## config.mk

```make
export PLATFORM = sky130hd
export DESIGN_NAME = fifo_lane_sched_flat
export DESIGN_NICKNAME = d
export VERILOG_FILES = /design/src/rtl/fifo_lane_sched_pkg.sv /design/src/rtl/fifo_lane_sched_if.sv /design/src/rtl/fifo_lane_cnt.sv /design/src/rtl/fifo_lane_sched.sv /design/src/flat_wrapper.sv
export SDC_FILE = /design/constraint.sdc
export NUM_CORES = 1
export LEC_CHECK = 0
export ABC_AREA = 1
export BUFFER_PORTS_ARGS = -buffer_cell sky130_fd_sc_hd__buf_2
export CAP_MARGIN = 20
export CORE_UTILIZATION = 44
export DETAILED_ROUTE_END_ITERATION = 7
export HOLD_SLACK_MARGIN = 0.15
export PLACE_DENSITY_LB_ADDON = 0.3
export SYNTH_ARGS = -nofsm -noshare
export SYNTH_HDL_FRONTEND = slang
export SYNTH_HIERARCHICAL = 1
export SYNTH_SLANG_ARGS = --single-unit
```

## constraint.sdc

```tcl
create_clock -name clk -period 5.9 [get_ports clk]
set_clock_uncertainty 0.2 [all_clocks]
set_input_delay 0.59 -clock clk [delete_from_list [all_inputs] [get_ports clk]]
set_output_delay 0.59 -clock clk [all_outputs]
set_load 0.005 [all_outputs]
```

## src/rtl/fifo_lane_sched_pkg.sv

```systemverilog
// Shared types and sizing helpers for the fifo lane scheduler.
//
// Contents:
//   state_e          controller state (load / drain / done)
//   lane_width()     width of a lane index
//   cnt_width()      width of a per-lane fill counter (must hold 0..DEPTH)
//   drain_cnt_width  width of the drain step counter
//   drain_len()      number of drain cycles; depends on FIFO_LANE_SCHED_SKEW_EN
//
// Build option FIFO_LANE_SCHED_SKEW_EN: when defined, lanes drain diagonally
// skewed (DEPTH+LANES-1 cycles); when undefined all lanes drain together
// (DEPTH cycles).
package fifo_lane_sched_pkg;

  typedef enum logic [1:0] {
    StLoad,
    StDrain,
    StDone
  } state_e;

  function automatic int unsigned lane_width(int unsigned lanes);
    return (lanes > 1) ? $clog2(lanes) : 1;
  endfunction

  function automatic int unsigned cnt_width(int unsigned depth);
    return $clog2(depth + 1);
  endfunction

  function automatic int unsigned drain_cnt_width(int unsigned lanes, int unsigned depth);
    return $clog2(depth + lanes);
  endfunction

  function automatic int unsigned drain_len(int unsigned lanes, int unsigned depth);
`ifdef FIFO_LANE_SCHED_SKEW_EN
    return depth + lanes - 1;
`else
    // lanes is only meaningful for the skewed drain
    return depth + (lanes * 0);
`endif
  endfunction

  // Sizes for the default configuration (8 lanes x 8 entries).
  localparam int unsigned DefCntW   = cnt_width(8);
  localparam int unsigned DefDrainW = drain_cnt_width(8, 8);

endpackage

```

## src/rtl/fifo_lane_sched_if.sv

```systemverilog
// Host write / drain-control / fifo-bank bundle for fifo_lane_sched.
//
// Signals:
//   wr_valid, wr_lane, wr_data, wr_ready  host write handshake
//   start, busy, done, err                drain control and status
//   fifo_en, fifo_d                       shift enable / shift-in data to the fifo bank
//   lane_valid                            per-lane valid strobe to the array
//
// Modports: master = host/wrapper side, slave = scheduler side.
interface fifo_lane_sched_if import fifo_lane_sched_pkg::*; #(
  parameter int unsigned LANES = 8,
  parameter int unsigned BITS  = 64
) ();

  localparam int unsigned LaneW = lane_width(LANES);

  logic             wr_valid;
  logic             wr_ready;
  logic [LaneW-1:0] wr_lane;
  logic [BITS-1:0]  wr_data;
  logic             start;
  logic             busy;
  logic             done;
  logic             err;
  logic [LANES-1:0] fifo_en;
  logic [BITS-1:0]  fifo_d;
  logic [LANES-1:0] lane_valid;

  modport master (
    output wr_valid, wr_lane, wr_data, start,
    input  wr_ready, busy, done, err, fifo_en, fifo_d, lane_valid
  );

  modport slave (
    input  wr_valid, wr_lane, wr_data, start,
    output wr_ready, busy, done, err, fifo_en, fifo_d, lane_valid
  );

endinterface

```

## src/rtl/fifo_lane_cnt.sv

```systemverilog
// Saturating fill counter for one fifo lane.
//
// Ports:
//   clk, rst_n  clock, asynchronous active-low reset
//   inc         count one accepted write (ignored once full)
//   clr         clear to empty; wins over inc
//   full        count has reached DEPTH
module fifo_lane_cnt import fifo_lane_sched_pkg::*; #(
  parameter int unsigned DEPTH = 8
) (
  input  logic clk,
  input  logic rst_n,
  input  logic inc,
  input  logic clr,
  output logic full
);

  localparam int unsigned CntW = cnt_width(DEPTH);

  logic [CntW-1:0] cnt_q, cnt_d;

  assign full = (cnt_q == CntW'(DEPTH));

  always_comb begin
    cnt_d = cnt_q;
    if (clr) begin
      cnt_d = '0;
    end else if (inc && !full) begin
      cnt_d = cnt_q + CntW'(1);
    end
  end

  always_ff @(posedge clk or negedge rst_n) begin
    if (!rst_n) begin
      cnt_q <= '0;
    end else begin
      cnt_q <= cnt_d;
    end
  end

endmodule

```

## src/rtl/fifo_lane_sched.sv

```systemverilog
// Load / drain sequencer for a bank of LANES shift-register delay fifos.
//
// In load, host writes are steered into one lane at a time and per-lane fill
// levels are tracked. A start with every lane full drains the whole bank,
// shifting zeros in and raising per-lane valid strobes for the array; a start
// with any lane short is rejected and sets the sticky err flag.
//
// Ports:
//   clk, rst_n  clock, asynchronous active-low reset
//   bus         fifo_lane_sched_if.slave: host writes, start/busy/done/err,
//               fifo_en/fifo_d to the fifo bank, lane_valid to the array
//
// Build option FIFO_LANE_SCHED_SKEW_EN: diagonal-skewed drain (lane i shifts at
// steps i..i+DEPTH-1). Undefined: all lanes shift together for DEPTH steps.
module fifo_lane_sched import fifo_lane_sched_pkg::*; #(
  parameter int unsigned LANES = 8,
  parameter int unsigned DEPTH = 8,
  parameter int unsigned BITS  = 64
) (
  input logic              clk,
  input logic              rst_n,
  fifo_lane_sched_if.slave bus
);

  localparam int unsigned LaneW    = lane_width(LANES);
  localparam int unsigned KW       = drain_cnt_width(LANES, DEPTH);
  localparam int unsigned DrainLen = drain_len(LANES, DEPTH);
  localparam int unsigned PadLanes = 2 ** LaneW;

  state_e        state_q, state_d;
  logic [KW-1:0] k_q, k_d;
  logic          err_q, err_d;

  logic [LANES-1:0]    full;
  logic [LANES-1:0]    inc;
  logic                clr;
  logic [PadLanes-1:0] full_pad;
  logic                all_full;
  logic                wr_accept;
  logic                last_k;
  logic [LANES-1:0]    drain_mask;
  logic [31:0]         k_ext;

  // Unused lane codes (non power-of-two LANES) look full so they are never accepted.
  always_comb begin
    full_pad              = '1;
    full_pad[LANES-1:0]   = full;
  end

  assign all_full  = &full;
  assign wr_accept = bus.wr_valid && bus.wr_ready;
  assign last_k    = (k_q == KW'(DrainLen - 1));
  assign k_ext     = 32'(k_q);
  assign clr       = (state_q == StDone);

  always_comb begin
    for (int i = 0; i < int'(LANES); i++) begin
      inc[i] = wr_accept && (bus.wr_lane == LaneW'(i));
    end
  end

  for (genvar g = 0; g < int'(LANES); g++) begin : g_lane
    fifo_lane_cnt #(
      .DEPTH (DEPTH)
    ) u_cnt (
      .clk   (clk),
      .rst_n (rst_n),
      .inc   (inc[g]),
      .clr   (clr),
      .full  (full[g])
    );
  end

  // Lanes enabled at drain step k.
  always_comb begin
`ifdef FIFO_LANE_SCHED_SKEW_EN
    for (int i = 0; i < int'(LANES); i++) begin
      drain_mask[i] = (k_ext >= 32'(i)) && (k_ext < 32'(i) + 32'(DEPTH));
    end
`else
    drain_mask = (k_ext < 32'(DEPTH)) ? '1 : '0;
`endif
  end

  // State register.
  always_ff @(posedge clk or negedge rst_n) begin
    if (!rst_n) begin
      state_q <= StLoad;
      k_q     <= '0;
      err_q   <= 1'b0;
    end else begin
      state_q <= state_d;
      k_q     <= k_d;
      err_q   <= err_d;
    end
  end

  // Next state. start is judged on registered fill levels only.
  always_comb begin
    state_d = state_q;
    k_d     = k_q;
    err_d   = err_q;
    unique case (state_q)
      StLoad: begin
        if (bus.start) begin
          if (all_full) begin
            state_d = StDrain;
            k_d     = '0;
          end else begin
            err_d = 1'b1;
          end
        end
      end
      StDrain: begin
        if (last_k) begin
          state_d = StDone;
          k_d     = '0;
        end else begin
          k_d = k_q + KW'(1);
        end
      end
      StDone: begin
        state_d = StLoad;
        k_d     = '0;
      end
      default: begin
        state_d = StLoad;
        k_d     = '0;
      end
    endcase
  end

  // Outputs.
  always_comb begin
    bus.wr_ready   = 1'b0;
    bus.fifo_en    = '0;
    bus.fifo_d     = '0;
    bus.lane_valid = '0;
    bus.busy       = (state_q == StDrain);
    bus.done       = (state_q == StDone);
    bus.err        = err_q;
    unique case (state_q)
      StLoad: begin
        bus.wr_ready = !full_pad[bus.wr_lane];
        if (bus.wr_valid && !full_pad[bus.wr_lane]) begin
          bus.fifo_en = LANES'(1) << bus.wr_lane;
          bus.fifo_d  = bus.wr_data;
        end
      end
      StDrain: begin
        bus.fifo_en    = drain_mask;
        bus.lane_valid = drain_mask;
      end
      StDone: begin
      end
      default: begin
      end
    endcase
  end

endmodule

```

## src/flat_wrapper.sv

```systemverilog
// flat-port wrapper written by rule: the top's interface ports become plain ports
module fifo_lane_sched_flat import fifo_lane_sched_pkg::*;
#(
  parameter int unsigned LANES = 8,
  parameter int unsigned DEPTH = 8,
  parameter int unsigned BITS  = 64
)
  (clk, rst_n, bus_wr_valid, bus_wr_lane, bus_wr_data, bus_start, bus_wr_ready, bus_busy, bus_done, bus_err, bus_fifo_en, bus_fifo_d, bus_lane_valid);
  fifo_lane_sched_if #(.LANES(LANES), .BITS(BITS)) bus_i ();
  input logic clk;
  input logic rst_n;
  input wire logic [$bits(bus_i.wr_valid)-1:0] bus_wr_valid;
  input wire logic [$bits(bus_i.wr_lane)-1:0] bus_wr_lane;
  input wire logic [$bits(bus_i.wr_data)-1:0] bus_wr_data;
  input wire logic [$bits(bus_i.start)-1:0] bus_start;
  output wire logic [$bits(bus_i.wr_ready)-1:0] bus_wr_ready;
  output wire logic [$bits(bus_i.busy)-1:0] bus_busy;
  output wire logic [$bits(bus_i.done)-1:0] bus_done;
  output wire logic [$bits(bus_i.err)-1:0] bus_err;
  output wire logic [$bits(bus_i.fifo_en)-1:0] bus_fifo_en;
  output wire logic [$bits(bus_i.fifo_d)-1:0] bus_fifo_d;
  output wire logic [$bits(bus_i.lane_valid)-1:0] bus_lane_valid;
  assign bus_i.wr_valid = bus_wr_valid;
  assign bus_i.wr_lane = bus_wr_lane;
  assign bus_i.wr_data = bus_wr_data;
  assign bus_i.start = bus_start;
  assign bus_wr_ready = bus_i.wr_ready;
  assign bus_busy = bus_i.busy;
  assign bus_done = bus_i.done;
  assign bus_err = bus_i.err;
  assign bus_fifo_en = bus_i.fifo_en;
  assign bus_fifo_d = bus_i.fifo_d;
  assign bus_lane_valid = bus_i.lane_valid;
  fifo_lane_sched #(.LANES(LANES), .DEPTH(DEPTH), .BITS(BITS)) u_core (.clk(clk), .rst_n(rst_n), .bus(bus_i));
endmodule
```

==> results.md, run 1 <==
* Area contributors post-synth: dfrtp_1 (31%), inv_1 (14%), nand2_1 (11%)
* Drt pass-1 iters at 4
* RSZ-0062 raised after global routing: false
* Crit path capture type: output pin
* Core Rows at 30
* Post-DP HPWL at 6870 um
* Grt met2 use at 41.0%
* Total negative slack at 0 ns
* CTS tree: done
* Net switching power at 0.317 mW
* Worst-margin pin slew at 0.886 ns
* CTS Hold Bufs at 0
* Top-area cell type share of the netlist area at 30.8%
* Setup-failing EPs final at 0
* Post-synthesis sequential area ratio at 30.8%
* Total gr overflow at 0
* Leak at 2.65 nW
* Grt met3 use at 3.98%
* Chip Width at 86.9 um
* First-pass GRT wire length at 12800 um
* GRT Max-Usage Layer: met2
* H-Tree Depth at 2
* Avg Inst Size Synth at 6.53 um^2
* Unique masters post-synth at 22
* CTS-repair resized insts at 0
* Worst setup margin at 2.31 ns
* Clk sinks at 39
* Initial Utilization at 46.2%
* CP required at 5.11 ns
* Clock transition at path regs at 0.09 ns
* Combinational power share at 32.3%
* Final hold viol count at 0
* Hold Crit Class: in2async
* Met1 Usage GRT at 24.6%
* Util after Layout at 58.5%
* Period minus WS final at 3.59 ns
* CP max FO at 64
* Seq pwr share at 47.1%
* FILL cells at 672
* Die Area at 7560 um^2
* Routed vias/inst at 4.72
* F_max at 279 MHz
* Count leader, synth: inv_1
* Post-synth net total at 574
* Flops & latches, synth at 39
* Critical Path Start: u_core/g_lane[5].u_cnt/cnt_q[0]
* Main synth FF type: dfrtp_1
* Drt drc at 0
* Skew-Pair Late Insertion Delay at 0.29 ns
* Synthesis Warnings at 6
* Gp weighted congestion at 0.920
* Initial antenna violation count at 0
* Max Cap Violations at 0
* Top cell type by total area after synthesis: dfrtp_1
* Relative slew margins at 40.9%
* CORE AREA at 6870 um^2
* Inserted Clock Buffers at 5
* Global-route usage over all layers at 21.4%
* Io pins at 155
* Via count at 3443
* Routed Antenna Nets at 0
* Worst Setup Start Kind: register
* Nets at 720
* Vias in the first global route at 2912
* WS Path Type: reg2out
* Tcrit/Tclk final at 60.8%
* Worst r2r src: u_core/g_lane[3].u_cnt/cnt_q[0]
* IO buf count at 154
* Root Buffer: clkbuf_8
* Die Y at 86.9 um
* Sw Ratio at 36.8%
* Max-slew violation count at 0
* Clock power share at 20.7%
* Initial DRC count at 116
* Post-synth EDFFs at 0
* # diodes at 0
* Commonest cells post-synth: inv_1 (122), nand2_1 (94), nor2_1 (73), dfrtp_1 (39), nand4_1 (32)
* Worst vdd ir at 0.204 mV
* Largest net degree at the start of global routing at 65
* Post-synth ARST share at 100%
* Setup bufs post-CTS at 0
* Layout area overhead at 26.6%
* Mapped Area at 3170 um^2
* Power Density at 214 nW/um^2
* Final WL at 8470 um
* Max Root-Sink Buffers at 2
* Total power at 0.861 mW
* Internal at 0.544 mW
* Mapped Cells at 486
* Routed wire length per instance at 11.6 um
* Placement Setup Slack at 2.56 ns
* Proportion of layout cells with a drive suffix above 1 at 31.3%
* Crit path DAT at 2.80 ns
* Outcome: completed
[power groups by stage]
stage | Combinational [mW] | Sequential, mW | Clock, mW
after floorplan | 0.192 | 0.390 | 0
after global placement | 0.260 | 0.405 | 0
after detailed placement | 0.281 | 0.407 | 0
after CTS | 0.280 | 0.403 | 0.184
after global routing | 0.323 | 0.417 | 0.197
final | 0.278 | 0.405 | 0.178
[per-layer routing]
metal  vias to the layer above  wire, um
met5                         -         0
met4                         0        50
met3                         8       514
met2                        96      4490
met1                      1576      3420
li1                       1763         -
[layout by cell type (no fill, tap or decap)]
master / n
inv_1: 122
o21ai_0: 7
dfrtp_1: 39
a21oi_4: 1
a31oi_1: 8
inv_2: 2
and2_1: 1
clkbuf_8: 5
nor3_1: 1
nand2_1: 94
nand3_1: 31
nand2_2: 1
clkinvlp_4: 1
nand4_1: 32
ha_1: 17
a31o_2: 1
clkinv_2: 1
clkbuf_1: 1
a21oi_1: 1
buf_2: 154
nand3_4: 1
nor2_2: 31
nor2_1: 73
nand3b_1: 8
[worst paths after layout]
check	to	slack (ns)	cells after the start
max	bus_fifo_d[63]	2.31	12
min	u_core/g_lane[7].u_cnt/cnt_q[2]	0.22	1
max reg2reg	u_core/g_lane[3].u_cnt/cnt_q[3]	3.34	15
min reg2reg	u_core/bus.err	0.28	1
max in group asynchronous	u_core/g_lane[6].u_cnt/cnt_q[0]	4.73	1
min in group clk	u_core/bus.err	0.28	1
[state kept, by name (all words and copies together) (netlist names)]
signal	cells
u_core/k_q	4
u_core/bus.err	1
u_core/state_q	2
u_core/g_lane.u_cnt/cnt_q	32
[stage by stage]
step / cell area, um^2 / cells / hold WS [ns]
floorplan: 3170 / 486 / 0.0944
global placement: 3930 / 721 / 0.251
detailed placement: 3930 / 721 / 0.259
CTS: 4020 / 729 / 0.246
global route: 4020 / 729 / 0.295
finish: 4020 / 729 / 0.219
[critical path, cell delays in order, from the launching register on]
cell,delay (ns)
dfrtp_1,0.39
inv_1,0.08
ha_1,0.23
nand3b_1,0.16
inv_1,0.08
nand2_1,0.07
nand2_1,0.05
nand2_1,0.05
nand2_1,0.07
a21oi_4,0.21
nand3_4,0.61
nor2_1,0.34
buf_2,0.16
[cell type report]
cell class | count | area [um^2] | area share, %
well taps | 96 | 120 | 2.99
flip-flops and latches | 39 | 976 | 24.3
inverters | 124 | 465 | 11.6
multi-input cells | 308 | 1600 | 39.8
clock buffers | 6 | 72.6 | 1.81
repair buffers | 154 | 771 | 19.2
clock inverters | 2 | 12.5 | 0.312
[cell families after synthesis]
logic type	after synthesis	synth area share [%]
flip-flops	39	30.8
AND/OR/NAND/NOR	273	40.1
AO/OA/AOI/OAI	18	3.63
adder cells (fa/ha/maj)	17	6.70
buffers and inverters	139	18.8
Power figures use the tool's default switching activity.
==> run 2, diff against run 1 <==
==> constraint.sdc (replaced) <==
create_clock -name clk -period 3.5 [get_ports clk]
set_clock_uncertainty 0.2 [all_clocks]
set_input_delay 0.35 -clock clk [delete_from_list [all_inputs] [get_ports clk]]
set_output_delay 0.35 -clock clk [all_outputs]
set_load 0.005 [all_outputs]
==> results.md, run 2 (synthesized netlist as in run 1, its figures left out) <==
* Outcome: completed
* Routed wire length per instance at 11.3 um (-3.1%)
* Routed Antenna Nets at 0 (unchanged)
* Total gr overflow at 0 (unchanged)
* CP max FO at 35 (-45%)
* Chip Width at 86.9 um (unchanged)
* Layout area overhead at 28.7%
* CTS-repair resized insts at 0 (unchanged)
* Most frequent cells in the layout: buf_2 (154), inv_1 (122), nand2_1 (94), nor2_1 (73), dfrtp_1 (39)
* CTS Hold Bufs at 2 (+2)
* Post-DP HPWL at 6600 um (-3.9%)
* Max Cap Violations at 0 (unchanged)
* Tcrit/Tclk final at 88.9%
* # diodes at 0 (unchanged)
* Final WL at 8240 um (-2.7%)
* Routed vias/inst at 4.66 (-1.3%)
* Hold Crit Class: reg2reg
* Relative slew margins at 41.2% (+0.31 points)
* Io pins at 155 (unchanged)
* Setup-failing EPs final at 0 (unchanged)
* Proportion of layout cells with a drive suffix above 1 at 31.4% (+0.17 points)
* Largest register FFs at 32 (unchanged)
* Power Density at 374 nW/um^2 (+74%)
* IO buf count at 154 (unchanged)
* Initial DRC count at 108 (-6.9%)
* Worst vdd ir at 0.244 mV (+20%)
* Gp weighted congestion at 0.904 (-1.7%)
* Global-route usage over all layers at 20.7% (-0.72 points)
* CTS tree: done
* Finished Cell Area at 4080 um^2 (+1.7%)
* Placement Setup Slack at 0.754 ns (-1.81 ns)
* Final hold viol count at 0 (unchanged)
* Clk sinks at 39 (unchanged)
* Crit path capture type: output pin
* Biggest regs: u_core/g_lane.u_cnt/cnt_q (32), u_core/k_q (4), u_core/state_q (2)
* Largest net degree at the start of global routing at 40 (-38%)
* Die Y at 86.9 um (unchanged)
* Crit path DAT at 2.56 ns (-0.24 ns)
* Commonest non-fill, non-tap cell in the layout: buf_2
* Die Area at 7560 um^2 (unchanged)
* Grt met2 use at 39.5% (-1.5 points)
* CP required at 2.95 ns (-2.16 ns)
* Drt drc at 0 (unchanged)
* Inserted Clock Buffers at 5 (unchanged)
* H-Tree Depth at 2 (unchanged)
* Drt pass-1 iters at 4 (unchanged)
* Grt met3 use at 4.08% (+0.095 points)
* CORE AREA at 6870 um^2 (unchanged)
* Initial antenna violation count at 0 (unchanged)
* Period minus WS final at 3.11 ns
* Largest Register: u_core/g_lane.u_cnt/cnt_q
* Setup bufs post-CTS at 0 (unchanged)
* WS Path Type: reg2out
* Leak at 2.69 nW (+1.3%)
* Vias in the first global route at 3002 (+3.1%)
* Root Buffer: clkbuf_8
* GRT Max-Usage Layer: met2
* RSZ-0062 raised after global routing: false
* Clock transition at path regs at 0.08 ns (about the same)
* F_max at 322 MHz
* Nets at 723 (+0.42%)
* First-pass GRT wire length at 12400 um (-3.1%)
* Via count at 3412 (-0.90%)
* Register-to-Register Path Depth at 15 (unchanged)
* Worst setup margin at 0.390 ns (-1.92 ns)
* Initial Utilization at 46.2% (unchanged)
* Total power at 1.53 mW (+77%)
* Max Root-Sink Buffers at 2 (unchanged)
* Total negative slack at 0 ns (unchanged)
* Hold Crit Depth at 1
* Cell Area, Placed at 3950 um^2 (+0.51%)
* Worst-margin pin slew at 0.881 ns (-0.00458 ns)
* Skew-Pair Late Insertion Delay at 0.29 ns (about the same)
* Met1 Usage GRT at 23.0% (-1.6 points)
* Worst Setup Start Kind: register
* Core Rows at 30 (unchanged)
* Max-slew violation count at 0 (unchanged)
run 2: cell types whose count changed in the layout (fill, tap and decap cells not counted):
cell,before,now
buf_12,0,1
dlygate4sd3_1,0,2
clkbuf_1,1,0
bufinv_16,0,1
clkinvlp_4,1,0
clkinv_4,0,1
run 2: routing by layer:
layer  share of wire, %  routed length, um
met1                 41               3400
met2                 51               4180
met3                6.7                556
met4                1.3                105
met5                  0                  0
run 2: layout make-up:
| cell class | count | area, um^2 |
|---|---|---|
| repair buffers | 157 | 811 |
| fillers | 666 | 2790 |
| flip-flops and latches | 39 | 976 |
| well taps | 96 | 120 |
| inverters | 124 | 465 |
| clock inverters | 3 | 43.8 |
| clock buffers | 5 | 68.8 |
| multi-input cells | 308 | 1600 |
run 2: where the power goes:
part / leakage [nW] / internal [mW] / switching (mW) / total (mW)
combinational: 2.13 / 0.216 / 0.255 / 0.471
clock: 0.0581 / 0.212 / 0.160 / 0.372
sequential: 0.501 / 0.565 / 0.119 / 0.684
total: 2.69 / 0.993 / 0.534 / 1.53
run 2: worst paths after layout:
check | from | to | slack (ns)
min in group asynchronous | rst_n | u_core/g_lane[3].u_cnt/cnt_q[3] | 0.51
worst min register to register | u_core/bus.err | u_core/bus.err | 0.27
worst min-delay path | u_core/bus.err | u_core/bus.err | 0.27
max in group asynchronous | rst_n | u_core/g_lane[6].u_cnt/cnt_q[0] | 2.03
worst max-delay path | u_core/g_lane[5].u_cnt/cnt_q[0] | bus_fifo_d[4] | 0.39
worst max register to register | u_core/g_lane[2].u_cnt/cnt_q[0] | u_core/g_lane[2].u_cnt/cnt_q[3] | 0.94
run 2: through the flow:
stage               hold WS, ns  util [%]  cells
finish                    0.269      59.5    732
global route              0.293      59.5    732
CTS                       0.273      59.5    732
detailed placement        0.255      57.5    722
global placement          0.253      57.5    722
floorplan                -0.146         -    486
run 2: critical path: stages (launching register included):
cell and delay (ns):
dfrtp_1 0.40, inv_1 0.08, ha_1 0.22, nand3b_1 0.16
inv_1 0.08, nand2_1 0.07, nand2_1 0.06, nand2_1 0.05
nand2_1 0.08, a21oi_4 0.23, nand3_4 0.30, buf_12 0.30
nor2_2 0.10, buf_2 0.12
